$ cat src/rtl/regfile_sb.sv
// regfile_sb: integer register file with a pending-write scoreboard.
//
// Issue marks a destination register busy and writeback clears it. Reads
// report the stored data together with the register's busy flag, and issue
// logic uses that flag for hazard stalls. r0 is hard-wired to zero and is
// never busy.
//
// Ports
//   clk, reset_n            clock (rising edge); asynchronous active-low reset
//   rs_addr_i / rs_data_o   NRD combinational read ports, packed per port
//   rs_busy_o               per read port: the addressed register has a pending write
//   iss_en_i / iss_rd_i     issue: mark the destination register busy
//   wr0_*                   write port 0 (ALU)
//   wr1_*                   write port 1 (load/MMIO); wins when both ports hit the same register
//   busy_cnt_o              registered count of busy registers
//   wb_err_o                sticky flag: a register that was not busy got written
//
// Build option
//   REGFILE_BYPASS_EN  forward same-cycle write data, and the matching busy
//                      state, to read ports.

// One architectural register (r1..NREGS-1): data plus its busy bit.
module regfile_sb_cell #(
  parameter int XLEN = 32
) (
  input  logic            clk,
  input  logic            reset_n,
  input  logic            wr0_hit,
  input  logic [XLEN-1:0] wr0_data,
  input  logic            wr1_hit,
  input  logic [XLEN-1:0] wr1_data,
  input  logic            iss_hit,
  output logic [XLEN-1:0] q,
  output logic            busy,
  output logic            busy_nxt,
  output logic            err
);
  logic wr;

  assign wr       = wr0_hit | wr1_hit;
  // Issue wins over writeback (WAW re-issue keeps the register busy).
  assign busy_nxt = iss_hit | (busy & ~wr);
  // The check uses the busy state before the edge, so re-issue plus writeback
  // of a register that was already busy is legal.
  assign err      = wr & ~busy;

  always_ff @(posedge clk or negedge reset_n) begin
    if (!reset_n) begin
      q    <= '0;
      busy <= 1'b0;
    end else begin
      if (wr1_hit)      q <= wr1_data;
      else if (wr0_hit) q <= wr0_data;
      busy <= busy_nxt;
    end
  end
endmodule

module regfile_sb #(
  parameter int XLEN  = 32,
  parameter int NREGS = 32,
  parameter int NRD   = 2,
  localparam int AW   = $clog2(NREGS)
) (
  input  logic                clk,
  input  logic                reset_n,
  input  logic [NRD*AW-1:0]   rs_addr_i,
  output logic [NRD*XLEN-1:0] rs_data_o,
  output logic [NRD-1:0]      rs_busy_o,
  input  logic                iss_en_i,
  input  logic [AW-1:0]       iss_rd_i,
  input  logic                wr0_en_i,
  input  logic [AW-1:0]       wr0_addr_i,
  input  logic [XLEN-1:0]     wr0_data_i,
  input  logic                wr1_en_i,
  input  logic [AW-1:0]       wr1_addr_i,
  input  logic [XLEN-1:0]     wr1_data_i,
  output logic [AW:0]         busy_cnt_o,
  output logic                wb_err_o
);
  logic [NREGS-1:0][XLEN-1:0] regs;
  logic [NREGS-1:0]           busy_vec;
  logic [NREGS-1:0]           busy_nxt;
  logic [NREGS-1:0]           err_vec;
  logic [AW:0]                cnt_nxt;

  // r0 has no storage: it always reads zero, is never busy and never flags.
  assign regs[0]     = '0;
  assign busy_vec[0] = 1'b0;
  assign busy_nxt[0] = 1'b0;
  assign err_vec[0]  = 1'b0;

  for (genvar r = 1; r < NREGS; r++) begin : g_reg
    regfile_sb_cell #(.XLEN(XLEN)) u_cell (
      .clk      (clk),
      .reset_n  (reset_n),
      .wr0_hit  (wr0_en_i && (wr0_addr_i == AW'(r))),
      .wr0_data (wr0_data_i),
      .wr1_hit  (wr1_en_i && (wr1_addr_i == AW'(r))),
      .wr1_data (wr1_data_i),
      .iss_hit  (iss_en_i && (iss_rd_i == AW'(r))),
      .q        (regs[r]),
      .busy     (busy_vec[r]),
      .busy_nxt (busy_nxt[r]),
      .err      (err_vec[r])
    );
  end

  // Count the post-edge busy vector, so the registered count matches busy_vec.
  always_comb begin
    cnt_nxt = '0;
    for (int i = 1; i < NREGS; i++) cnt_nxt = cnt_nxt + (AW+1)'(busy_nxt[i]);
  end

  always_ff @(posedge clk or negedge reset_n) begin
    if (!reset_n) begin
      busy_cnt_o <= '0;
      wb_err_o   <= 1'b0;
    end else begin
      busy_cnt_o <= cnt_nxt;
      wb_err_o   <= wb_err_o | (|err_vec);
    end
  end

  for (genvar k = 0; k < NRD; k++) begin : g_rd
    logic [AW-1:0] addr;
    assign addr = rs_addr_i[k*AW +: AW];
`ifdef REGFILE_BYPASS_EN
    logic hit0, hit1;
    assign hit0 = wr0_en_i && (wr0_addr_i == addr) && (addr != '0);
    assign hit1 = wr1_en_i && (wr1_addr_i == addr) && (addr != '0);
    always_comb begin
      rs_data_o[k*XLEN +: XLEN] = regs[addr];
      rs_busy_o[k]              = busy_vec[addr];
      if (hit1 || hit0) begin
        rs_data_o[k*XLEN +: XLEN] = hit1 ? wr1_data_i : wr0_data_i;
        // The write retires this register, unless it is issued again in the
        // same cycle.
        rs_busy_o[k] = iss_en_i && (iss_rd_i == addr);
      end
    end
`else
    assign rs_data_o[k*XLEN +: XLEN] = regs[addr];
    assign rs_busy_o[k]              = busy_vec[addr];
`endif
  end
endmodule

$ cat config.mk
export PLATFORM = sky130hd
export DESIGN_NAME = regfile_sb
export DESIGN_NICKNAME = d
export VERILOG_FILES = /design/src/rtl/regfile_sb.sv
export SDC_FILE = /design/constraint.sdc
export NUM_CORES = 2
export LEC_CHECK = 0
export ABC_AREA = 1
export BUFFER_PORTS_ARGS = -buffer_cell sky130_fd_sc_hd__buf_2
export CORE_MARGIN = 1.5
export CORE_UTILIZATION = 40
export DETAILED_ROUTE_END_ITERATION = 10
export SYNTH_ARGS = -nofsm -noshare
export SYNTH_HDL_FRONTEND = slang
export SYNTH_SLANG_ARGS = --single-unit
$ cat constraint.sdc
create_clock -name clk -period 5.4 [get_ports clk]
set_clock_uncertainty 0.15 [all_clocks]
set_input_delay 0.81 -clock clk [delete_from_list [all_inputs] [get_ports clk]]
set_output_delay 0.81 -clock clk [all_outputs]
set_load 0.1 [all_outputs]
==> out/results.tsv <==
stage	metric	value	unit
die	core	161000	sq um
grt	antenna_found_initial	48	
setup_path	worstPathRequired	5980	ps
sta	fin_crit_sh	98.4	%
clock_network	insertion_delay	820	ps
setup_path	path_cells	buf_8 -> buf_6 -> nor2_4 -> buf_4 -> nand3_2 -> nand2_2 -> o22ai_2 -> inv_1 -> fa_1 -> fa_1 -> fa_1 -> fa_1 -> fa_1 -> inv_2 -> fa_1 -> inv_1 -> fa_2 -> fa_2 -> o21ai_2 -> xor2_1	
sta	worst_slew_pin_slew	1500	ps
sta	hold_viol	0	
cells_and_area	final_nets	8860	
hold_path	min_from	wr0_data_i[4]	
sta	finalSetupViolCount	0	
run	drv_cap	1	
routing	drc	0	
grt	grt_max_degree	138	
setup_path	slowest_stage	fa_1	
setup_path	max_stage_delay	550	ps
setup_path	rrSetupSlack	310	ps
cells_and_area	fin_area	72500	sq um
clock_network	cts.clk_slew.worst_paths	60	ps
hold_path	hp-class	primary input to flip-flop	
grt	grt_pass1_wl	522000	microns
cells_and_area	syn2layout_area_growth	12.0	%
clock_network	cts_tree	built	
synthesis	yosysWarnings	0	
setup_path	timing.rr.start	g_reg[16].u_cell.busy$_DFF_PN0_	
sta	fin_ws	83.7	ps
grt	grt_usage	44.0	%
place	gp_congestion	0.987	
synthesis	synth_area	64700	sq um
clock_network	clock-sinks	1030	
clock_network	ctsLongestPathBuffers	3	
place	place_ws	-896	ps
setup_path	ff2ff_path_depth	17	
synthesis	synth_area_per_cell	7.13	sq um
routing	vias_per_cell	6.90	
run_status	status	finished with violations	
sta	rsz0062_at_grt	true	
pwr	power_density	425	nW/um^2
hold_path	hold-path-cell-count	3	
setup_path	critPathLaunchType	primary input	
synthesis	postSynthNetCount	9196	
synthesis	synth-seq-cells	1030	
place	dpl-instance-area	68200	sq um
synthesis	synth-edff-count	0	
place	portBuffers	166	
grt	overflow	0	
synthesis	yosysSeqAreaShare	39.8	%
routing	wl	371000	microns
cells_and_area	drive_above_1_share	10.2	%
setup_path	path_common_cell	fa_1	
hold_path	holdPathEnd	g_reg[3].u_cell.q[4]$_DFFE_PN0P_	
pwr	p_leak	31.5	nW
pwr	vdd_drop_max	1.09	mV
setup_path	crit_fanout	3	
sta	max_freq	0.188	GHz
sta	slew_headroom	-0.189	%
clock_network	cts_max_level	3	
setup_path	startpoint	wr1_addr_i[4]	
setup_path	worstPathArrival	5900	ps
pwr	finalPower	30.8	mW
clock_network	root_buffer	clkbuf_16	
routing	vias	76100	
die	die_area	164000	sq um
routing	wire_per_inst	33.7	microns
synthesis	async_reset_ff_share	100	%
cells_and_area	multi_input_area	32800	sq um
synthesis	synth_cell_types	31	
routing	drtIter0Drc	13800	
clock_network	cts_buffers	117	
run_status	violations	capacitance limit, slew limit	
routing	drtAntennaViolNets	0	
die	io_pins	167	
synthesis	synth_cells	9072	
cells_and_area	final_common_cell	o21ai_0	
routing	drt-pass1-iter-count	8	
cells_and_area	register_area	25800	sq um
setup_path	criticalPathCategory	primary input to flip-flop	
cells_and_area	fillerInstances	16200	
setup_path	end_kind	flip-flop	
die	num_rows	147	
place	dp_hpwl	210000	microns
setup_path	r2r-end	busy_cnt_o[4]$_DFF_PN0_	
sta	fin_crit	5320	ps
grt	grt_pass1_vias	70000	
sta	slew_violations	18	
cells_and_area	final_cell_mix	o21ai_0 (2438), nand2_1 (1205), dfrtp_1 (1030)	
sta	fin_tns_setup	0	ps
die	initial_utilization	40.3	%
synthesis	synth_ff_type	dfrtp_1	
die	die_w	405	microns
die	die_h	405	microns
[how the worst max path moves through the flow]
stage | slack [ps] | cells after the start | endpoint
floorplan | -420 | 21 | busy_cnt_o[4]$_DFF_PN0_
global route | -50 | 20 | busy_cnt_o[4]$_DFF_PN0_
detailed placement | -900 | 20 | busy_cnt_o[2]$_DFF_PN0_
global placement | -910 | 20 | busy_cnt_o[4]$_DFF_PN0_
finish | 80 | 20 | busy_cnt_o[4]$_DFF_PN0_
CTS | 3 | 21 | busy_cnt_o[4]$_DFF_PN0_
[power by group]
group / total (mW) / switching (mW) / internal (mW)
Combinational: 11.3 / 7.15 / 4.16
Sequential: 11.0 / 1.12 / 9.85
Clock: 8.57 / 3.68 / 4.88
Total: 30.8 / 11.9 / 18.9
[synth_stat cells (7+ instances only)]
| library cell | number | share of area, % |
|---|---|---|
| o2111ai_1 | 17 | 0.23 |
| fa_1 | 23 | 0.71 |
| buf_1 | 57 | 0.33 |
| o21ai_1 | 89 | 0.69 |
| nand3_1 | 682 | 5.3 |
| a21oi_1 | 724 | 5.6 |
| clkbuf_1 | 749 | 4.3 |
| a31oi_1 | 199 | 1.9 |
| o22ai_1 | 96 | 0.93 |
| dfrtp_1 | 1030 | 40 |
| o21ai_0 | 2440 | 19 |
| buf_2 | 142 | 1.1 |
| o311ai_1 | 34 | 0.46 |
| inv_1 | 750 | 4.3 |
| o311ai_0 | 107 | 1.4 |
| nor2_1 | 179 | 1.0 |
| or2_2 | 51 | 0.49 |
| o211ai_1 | 385 | 4.5 |
| nand2_1 | 1241 | 7.2 |
| inv_2 | 36 | 0.21 |
| ha_1 | 7 | 0.14 |
[kinds of logic (layout without fill, tap and decap cells)]
| group | after synthesis | after routing | synth area share [%] |
|---|---|---|---|
| AO/OA/AOI/OAI | 4091 | 4091 | 34.6 |
| XOR/XNOR | 3 | 3 | 0.0406 |
| adder cells (fa/ha/maj) | 30 | 30 | 0.847 |
| buffers and inverters | 1742 | 1496 | 10.4 |
| flip-flops | 1030 | 1030 | 39.8 |
| other | 0 | 34 | 0 |
| AND/OR/NAND/NOR | 2176 | 2177 | 14.3 |
[cell type report]
| class | count | area share [%] |
|---|---|---|
| multi-input cells | 6301 | 45.2 |
| clock buffers | 179 | 4.92 |
| inverters | 790 | 4.16 |
| well taps | 2160 | 3.73 |
| flip-flops and latches | 1030 | 35.5 |
| diodes | 34 | 0.117 |
| clock inverters | 31 | 0.532 |
| repair buffers | 496 | 5.79 |
[routing by layer]
metal | GRT usage, % | up-vias | routed length, microns
li1 | - | 30900 | -
met2 | 60.0 | 7181 | 145000
met3 | 18.3 | 1951 | 61300
met1 | 54.9 | 36000 | 131000
met5 | 0 | - | 280
met4 | 33.0 | 34 | 33400
[sequential cells by signal, summed over array words and instances, names as in the netlist]
register and flops:
busy_cnt_o 6, g.u_cell.busy 31, g.u_cell.q 992, wb_err_o 1
[metrics by stage]
| step | hold slack [ps] | std cells | util, % |
|---|---|---|---|
| 2_1_floorplan | 314 | 9072 | - |
| 3_3_place_gp | 332 | 10800 | 42.5 |
| 3_5_place_dp | 339 | 10800 | 42.5 |
| 4_1_cts | 181 | 11000 | 45.0 |
| 5_1_grt | 219 | 11000 | 45.1 |
| 6_report | 198 | 11000 | 45.2 |
[critical path: cells and delay by family]
family	cells	cell delay [ps]
AO/OA/AOI/OAI	2	230
XOR/XNOR	1	180
adder cells (fa/ha/maj)	8	3660
buffers and inverters	6	550
AND/OR/NAND/NOR	3	480
[timing repair]
item | CTS | global route
hold buffers | 1 | 0
pin swaps | 1 | 12
gates cloned | 0 | 1
buffers inserted | 2 | 3
endpoints found under the hold margin | 51 | 0
endpoints found under the setup margin | 5 | 5
resized for setup | 3 | 51
No activity file was read; power rests on OpenSTA's default activity.
